## config.mk

```make
export PLATFORM = sky130hd
export DESIGN_NAME = bus_mmapper
export DESIGN_NICKNAME = d
export VERILOG_FILES = /design/src/rtl/mmap_pkg.sv /design/src/rtl/mmap_decode.sv /design/src/rtl/bus_mmapper.sv
export SDC_FILE = /design/constraint.sdc
export NUM_CORES = 1
export LEC_CHECK = 0
export BUFFER_PORTS_ARGS = -buffer_cell sky130_fd_sc_hd__buf_4
export CAP_MARGIN = 20
export CORE_AREA = 5 5 203 205
export CTS_BUF_LIST = sky130_fd_sc_hd__clkbuf_16
export CTS_CLUSTER_SIZE = 28
export DETAILED_ROUTE_END_ITERATION = 6
export DIE_AREA = 0 0 208 210
export GPL_ROUTABILITY_DRIVEN = 0
export PLACE_DENSITY_LB_ADDON = 0.3
export SLEW_MARGIN = 20
export SYNTH_ARGS = -nofsm -noshare
export SYNTH_HDL_FRONTEND = slang
export SYNTH_SLANG_ARGS = --single-unit
```

## constraint.sdc

```tcl
create_clock -name clk -period 9.2 [get_ports clk]
set_clock_uncertainty 0.15 [all_clocks]
set_input_delay 0 -clock clk [delete_from_list [all_inputs] [get_ports clk]]
set_output_delay 0 -clock clk [all_outputs]
set_load 0.01 [all_outputs]
```

## src/rtl/mmap_pkg.sv

```systemverilog
`default_nettype none
// ============================================================================
//  Module   : mmap_pkg
//  Purpose  : Address map, timeout and FSM encoding shared by bus_mmapper.
//  Revision : 1.0 - initial release
// ============================================================================
package mmap_pkg;

    localparam int NSLAVE = 4;
    localparam int SEL_W  = $clog2(NSLAVE);

    // Slave i occupies [REGION_BASE[i], REGION_LIMIT[i]] inclusive.
    localparam logic [NSLAVE-1:0][31:0] REGION_BASE  = {32'h9400_0000, 32'h9300_0000,
                                                        32'h2000_0000, 32'h0000_0000};
    localparam logic [NSLAVE-1:0][31:0] REGION_LIMIT = {32'h94FF_FFFF, 32'h9300_00FF,
                                                        32'h2FFF_FFFF, 32'h0000_FFFF};

    localparam int          TIMEOUT        = 1024;
    localparam int          CNT_W          = $clog2(TIMEOUT);
    localparam logic [31:0] ERR_RDATA      = 32'hFFFF_FFFF;
    localparam logic [31:0] UNMAPPED_RDATA = 32'h0000_0000;

    typedef enum logic [2:0] {
        ST_IDLE  = 3'd0,
        ST_ISSUE = 3'd1,
        ST_GRACE = 3'd2,
        ST_WAIT  = 3'd3,
        ST_ERR   = 3'd4
    } state_t;

endpackage
`default_nettype wire

```

## src/rtl/mmap_decode.sv

```systemverilog
`default_nettype none
// ============================================================================
//  Module   : mmap_decode
//  Purpose  : Combinational address decode to one-hot select, index, offset.
//  Revision : 1.0 - initial release
// ============================================================================
module mmap_decode
    import mmap_pkg::*;
(
    input  logic [31:0]       addr_i,
    output logic [NSLAVE-1:0] sel_o,
    output logic [SEL_W-1:0]  idx_o,
    output logic              hit_o,
    output logic [31:0]       offset_o
);

    logic [NSLAVE-1:0][31:0] w_off;

    // Unsigned wrap-around turns the two-sided range test into one compare.
    for (genvar i = 0; i < NSLAVE; i++) begin : g_region
        assign w_off[i] = addr_i - REGION_BASE[i];
        assign sel_o[i] = (w_off[i] <= (REGION_LIMIT[i] - REGION_BASE[i]));
    end

    always_comb begin
        idx_o    = '0;
        offset_o = '0;
        for (int i = 0; i < NSLAVE; i++) begin
            if (sel_o[i]) begin
                idx_o    = SEL_W'(i);
                offset_o = w_off[i];
            end
        end
    end

    assign hit_o = |sel_o;

endmodule
`default_nettype wire

```

## src/rtl/bus_mmapper.sv

```systemverilog
`default_nettype none
// ============================================================================
//  Module   : bus_mmapper
//  Purpose  : Routes one master request at a time to one of four slaves,
//             with unmapped-address and slave-timeout error responses.
//  Revision : 1.0 - initial release
// ============================================================================
module bus_mmapper
    import mmap_pkg::*;
(
    input  logic                  clk,
    input  logic                  rst,
    input  logic [31:0]           a,
    input  logic [31:0]           d,
    input  logic                  we,
    input  logic                  rd,
    output logic [31:0]           spo,
    output logic                  ready,
    output logic [NSLAVE*32-1:0]  s_a,
    output logic [NSLAVE*32-1:0]  s_d,
    output logic [NSLAVE-1:0]     s_we,
    output logic [NSLAVE-1:0]     s_rd,
    input  logic [NSLAVE*32-1:0]  s_spo,
    input  logic [NSLAVE-1:0]     s_ready,
    output logic                  bus_err,
    output logic [31:0]           err_addr
);

    logic [NSLAVE-1:0] w_sel;
    logic [SEL_W-1:0]  w_idx;
    logic              w_hit;
    logic [31:0]       w_off;

    mmap_decode u_decode (
        .addr_i   (a),
        .sel_o    (w_sel),
        .idx_o    (w_idx),
        .hit_o    (w_hit),
        .offset_o (w_off)
    );

    state_t               state_q;
    logic                 is_wr_q;
    logic [SEL_W-1:0]     idx_q;
    logic [31:0]          addr_q;
    logic [CNT_W-1:0]     cnt_q;
    logic [31:0]          spo_q;
    logic                 ready_q;
    logic [NSLAVE*32-1:0] s_a_q;
    logic [NSLAVE*32-1:0] s_d_q;
    logic [NSLAVE-1:0]    s_we_q;
    logic [NSLAVE-1:0]    s_rd_q;
    logic                 bus_err_q;
    logic [31:0]          err_addr_q;

    logic                 w_sel_ready;
    logic [31:0]          w_sel_rdata;

    assign w_sel_ready = s_ready[idx_q];
    assign w_sel_rdata = s_spo[{idx_q, 5'd0} +: 32];

    always_ff @(posedge clk) begin
        if (rst) begin
            state_q    <= ST_IDLE;
            is_wr_q    <= 1'b0;
            idx_q      <= '0;
            addr_q     <= '0;
            cnt_q      <= '0;
            spo_q      <= '0;
            ready_q    <= 1'b1;
            s_a_q      <= '0;
            s_d_q      <= '0;
            s_we_q     <= '0;
            s_rd_q     <= '0;
            bus_err_q  <= 1'b0;
            err_addr_q <= '0;
        end else begin
            bus_err_q <= 1'b0;
            s_we_q    <= '0;
            s_rd_q    <= '0;
            case (state_q)
                ST_IDLE: begin
                    if (rd || we) begin
                        is_wr_q <= we;
                        idx_q   <= w_idx;
                        addr_q  <= a;
                        cnt_q   <= '0;
                        ready_q <= 1'b0;
                        s_a_q   <= '0;
                        s_d_q   <= '0;
                        if (w_hit) begin
                            // Strobe is registered here so it is visible exactly during ISSUE.
                            s_a_q[{w_idx, 5'd0} +: 32] <= w_off;
                            s_d_q[{w_idx, 5'd0} +: 32] <= d;
                            if (we) s_we_q <= w_sel;
                            else    s_rd_q <= w_sel;
                            state_q <= ST_ISSUE;
                        end else begin
                            state_q <= ST_ERR;
                        end
                    end
                end
                ST_ISSUE: state_q <= ST_GRACE;
                ST_GRACE: state_q <= ST_WAIT;
                ST_WAIT: begin
                    if (w_sel_ready) begin
                        if (!is_wr_q) spo_q <= w_sel_rdata;
                        ready_q <= 1'b1;
                        state_q <= ST_IDLE;
                    end else if (cnt_q == CNT_W'(TIMEOUT - 1)) begin
                        if (!is_wr_q) spo_q <= ERR_RDATA;
                        bus_err_q  <= 1'b1;
                        err_addr_q <= addr_q;
                        ready_q    <= 1'b1;
                        state_q    <= ST_IDLE;
                    end else begin
                        cnt_q <= cnt_q + 1'b1;
                    end
                end
                ST_ERR: begin
                    if (!is_wr_q) spo_q <= UNMAPPED_RDATA;
                    bus_err_q  <= 1'b1;
                    err_addr_q <= addr_q;
                    ready_q    <= 1'b1;
                    state_q    <= ST_IDLE;
                end
                default: begin
                    ready_q <= 1'b1;
                    state_q <= ST_IDLE;
                end
            endcase
        end
    end

    assign spo      = spo_q;
    assign ready    = ready_q;
    assign s_a      = s_a_q;
    assign s_d      = s_d_q;
    assign s_we     = s_we_q;
    assign s_rd     = s_rd_q;
    assign bus_err  = bus_err_q;
    assign err_addr = err_addr_q;

endmodule
`default_nettype wire

```

==> summary.md <==
| Metric | Value |
|---|---|
| Sum of internal, switching and leakage power | 3.748 mW |
| Proportion of power drawn by the clock network | 0.446 |
| Sequential share of power | 0.447 |
| M1 GR Usage | 0.2741 |
| Crit path time final | 4.709 ns |
| Worst vdd ir | 0.1239 mV |
| Dominant register cell in the synthesized netlist | dfxtp_1 |
| Final number of setup-violating endpoints | 0 |
| Average instance area after synthesis | 10.22 sq um |
| Met3 usage | 0.05641 |
| Internal power | 2.838 mW |
| Switching power | 0.9107 mW |
| Max-slew violation total from the final report | 0 |
| Die footprint | 43680 sq um |
| Nature of the critical path endpoint | flip-flop |
| DRC marker count from the first detailed-route iteration | 850 |
| Cell count after synthesis | 1345 |
| Antenna violations before repair | 3 |
| Number of resized instances in the post-cts repair step | 0 |
| Clock buffer count from CTS | 41 |
| Final HPWL DP | between 30 and 40 mm |
| Startpoint kind of the worst setup timing path | primary input |
| Routed Wire Length | 54.11 mm |
| Data required, critical path | approximately 9.5 ns |
| Global-route wire length before repair | 80.94 mm |
| Via count of the first global-routing pass | around 13000 |
| Number of levels in the clock H-tree | 2 |
| Pin count of the biggest net entering global routing | 201 |
| # IOs | between 500 and 600 |
| Leakage Power | 8.775 nW |
| Nets | about 2200 |
| Synth Warn # | 0 |
| Post-synthesis instance area | 13750 sq um |
| Number of flip-flops and latches in the synthesized netlist | ~380 |
| Clk Latency, worst-skew pair | 0.54 ns |
| Via count | 12990 |
| Relative area change from synthesis to final layout | 49.97% |
| Critical Path AT | ~5 ns |
| Remaining routing DRC violations | 0 |
| Achievable frequency | 212.4 MHz |
| Area of the placeable core | 39280 sq um |
| Part of the cycle the worst path needs | 0.5118 |
| Inst Count DP | approximately 2300 |
| Synthesized netlist net count | 1557 |
| Clock-pin slew on the worst setup and hold paths | 0.06 ns |
| GRT met2 Usage | 0.4049 |
| Number of I/O port buffers | about 530 |
| Share of the yosys chip area belonging to registers | 0.5504 |
| Worst Setup Path Type | in2reg |
| Number of sinks driven by the clock tree | 378 |
| Post-route non-filler standard cell count | about 2500 |
| Total GRT Usage | 0.2340 |
| Proportion of power drawn by combinational gates | 0.107 |
| Number of distinct standard cells referenced by the synthesized netlist | 53 |
| Number of hold violations in the final report | 0 |
| Run status | finished, final reports clean |
| PD cells | 181.8 nW/um^2 |
| Class of the most critical hold timing path | in2reg |
| Switching share of power | 0.2430 |
| Fraction of final layout cells with drive strength greater than 1 | 0.3269 |
| Transition at the pin with the smallest max-transition slack | 1.087 ns |
| Die span in x | between 200 and 250 um |
| Biggest fanout along the worst timing path | 37 |
| Number of search-and-repair iterations in the first detailed-routing pass | 7 |
| Number of flops mapped to enable cells by yosys | 0 |
| Vias per std cell | 5.176 |
| Busiest layer in global routing | met2 |
| Clock tree root driver cell | clkbuf_16 |
| Die Y | approximately 210 um |
| CTS Buffer Depth | 3 |
| Setup repair after global routing missed its margin | no |
| Initial core utilization | 0.3501 |
| Count of antenna-violating nets left after detailed routing | 0 |
| Number of placement rows | 73 |
| Fraction of synthesis flops using an asynchronous set or reset pin | 0 |
| # Max-Cap Violations | 0 |
| Average detailed-routed wire length per instance | 21.56 um |
| Final cell utilization of the core | 0.5250 |
| Total global routing overflow | 0 |
| Headroom to the max-slew limit | 0.2753 |
| Final-layout setup total negative slack | 0 ns |
| Clock tree from TritonCTS | built |
-- logic make-up after synthesis --
kind of cell | synth area share
compound gates | 0.1969
simple gates | 0.1335
mux | 0.05469
xor+xnor | 0.007007
flops | 0.5504
buf+inv | 0.04659
fa+ha+maj | 0.01092
-- cells in the mapped netlist (all sizes together), types with 2 or more instances --
master | instances | area share
xor2 | 4 | 0.0025
a211oi | 3 | 0.0016
nor2b | 3 | 0.0014
nand4 | 11 | 0.0061
a211o | 3 | 0.0025
or3 | 3 | 0.0014
mux4 | 32 | 0.052
a32o | 5 | 0.0036
ha | 12 | 0.011
o21ai | 16 | 0.0058
xnor2 | 7 | 0.0045
nand3 | 65 | 0.024
o21a | 2 | 0.0011
mux2i | 2 | 0.0015
and2 | 20 | 0.0095
nor3 | 11 | 0.0044
a21o | 2 | 0.0011
o2bb2ai | 32 | 0.020
buf | 38 | 0.024
dfxtp | 378 | 0.55
inv | 11 | 0.0030
clkbuf | 73 | 0.020
nand2b | 2 | 0.00091
nor2 | 71 | 0.019
a21oi | 131 | 0.049
and3 | 5 | 0.0023
a22o | 171 | 0.11
nand2 | 215 | 0.059
nor4 | 5 | 0.0023
-- cells in the final DEF (no fill, tap or decap), types with 43 or more instances in the layout --
| cell | instances |
|---|---|
| clkbuf_16 | 43 |
| buf_4 | 539 |
| a22o_1 | 171 |
| dlygate4sd3_1 | 133 |
| dfxtp_1 | 377 |
| nor2_1 | 69 |
| nand2_1 | 214 |
| a21oi_1 | 130 |
| nand3_1 | 65 |
-- sequential cells by signal, summed over array words and instances, names as in the netlist, 2 cells and up --
signal,count
addr_q,32
state_q,3
s_a,128
err_addr,32
s_rd,4
cnt_q,10
spo,32
s_we,4
idx_q,2
s_d,128
-- layer usage --
layer	vias to the layer above	share of wire
li1	6021	-
met1	6302	0.39
met2	544	0.49
met3	124	0.075
met4	0	0.049
met5	-	0
-- metrics by stage --
step	hold slack (ns)	cell area, sq um	setup slack (ns)
after global placement	0.09376	17920	5.091
final	0.09438	20620	4.491
after detailed placement	0.09778	17920	4.982
after CTS	0.04673	20610	4.512
after global routing	0.07780	20620	4.233
after floorplan	-0.02431	13750	6.006
-- power by group through the flow --
| stage | clock, mW | combinational [mW] | sequential (mW) |
|---|---|---|---|
| final | 1.67 | 0.401 | 1.68 |
| after global routing | 1.77 | 0.432 | 1.68 |
| after CTS | 1.70 | 0.400 | 1.68 |
| after detailed placement | 0 | 0.335 | 1.71 |
| after global placement | 0 | 0.331 | 1.71 |
| after floorplan | 0 | 0.175 | 1.71 |
-- worst max-delay path: stages --
cell           delay [ns]
dlygate4sd3_1        0.53
buf_4                0.20
inv_1                0.07
ha_1                 0.24
or4b_1               0.52
a221o_1              0.35
a21o_1               0.33
and2_1               0.29
ha_1                 0.33
nor2_1               0.13
nand2_1              0.10
a21oi_4              0.55
buf_4                0.51
nand3_1              0.13
a21oi_1              0.18
dlygate4sd3_1        0.55
-- area by class of cell --
type	count	area, sq um
fill	3519	18660
sequential	378	7569
multi-input combinational	845	5587
timing repair buffer	673	5398
clock buffer	43	1076
tap	525	656.9
clock inverter	32	285.3
inverter	11	41.29
antenna	3	7.507
-- final timing paths --
kind / startpoint / to / slack (ns) / depth (start not counted)
min: d[8] / s_d[72] / 0.09 / 3
min reg2reg: err_addr[7] / err_addr[7] / 0.30 / 2
max reg2reg: state_q[2] / s_a[14] / 5.17 / 9
max: a[26] / s_d[40] / 4.49 / 16
-- repair_timing --
| item | 4_1_cts | 5_1_grt |
|---|---|---|
| endpoints found under the setup margin | 0 | 0 |
| hold endpoints to repair | 318 | 0 |
| hold buffers | 133 | 0 |
| buffers inserted | 0 | 0 |
Note: power is estimated with default switching activity, not from simulation.
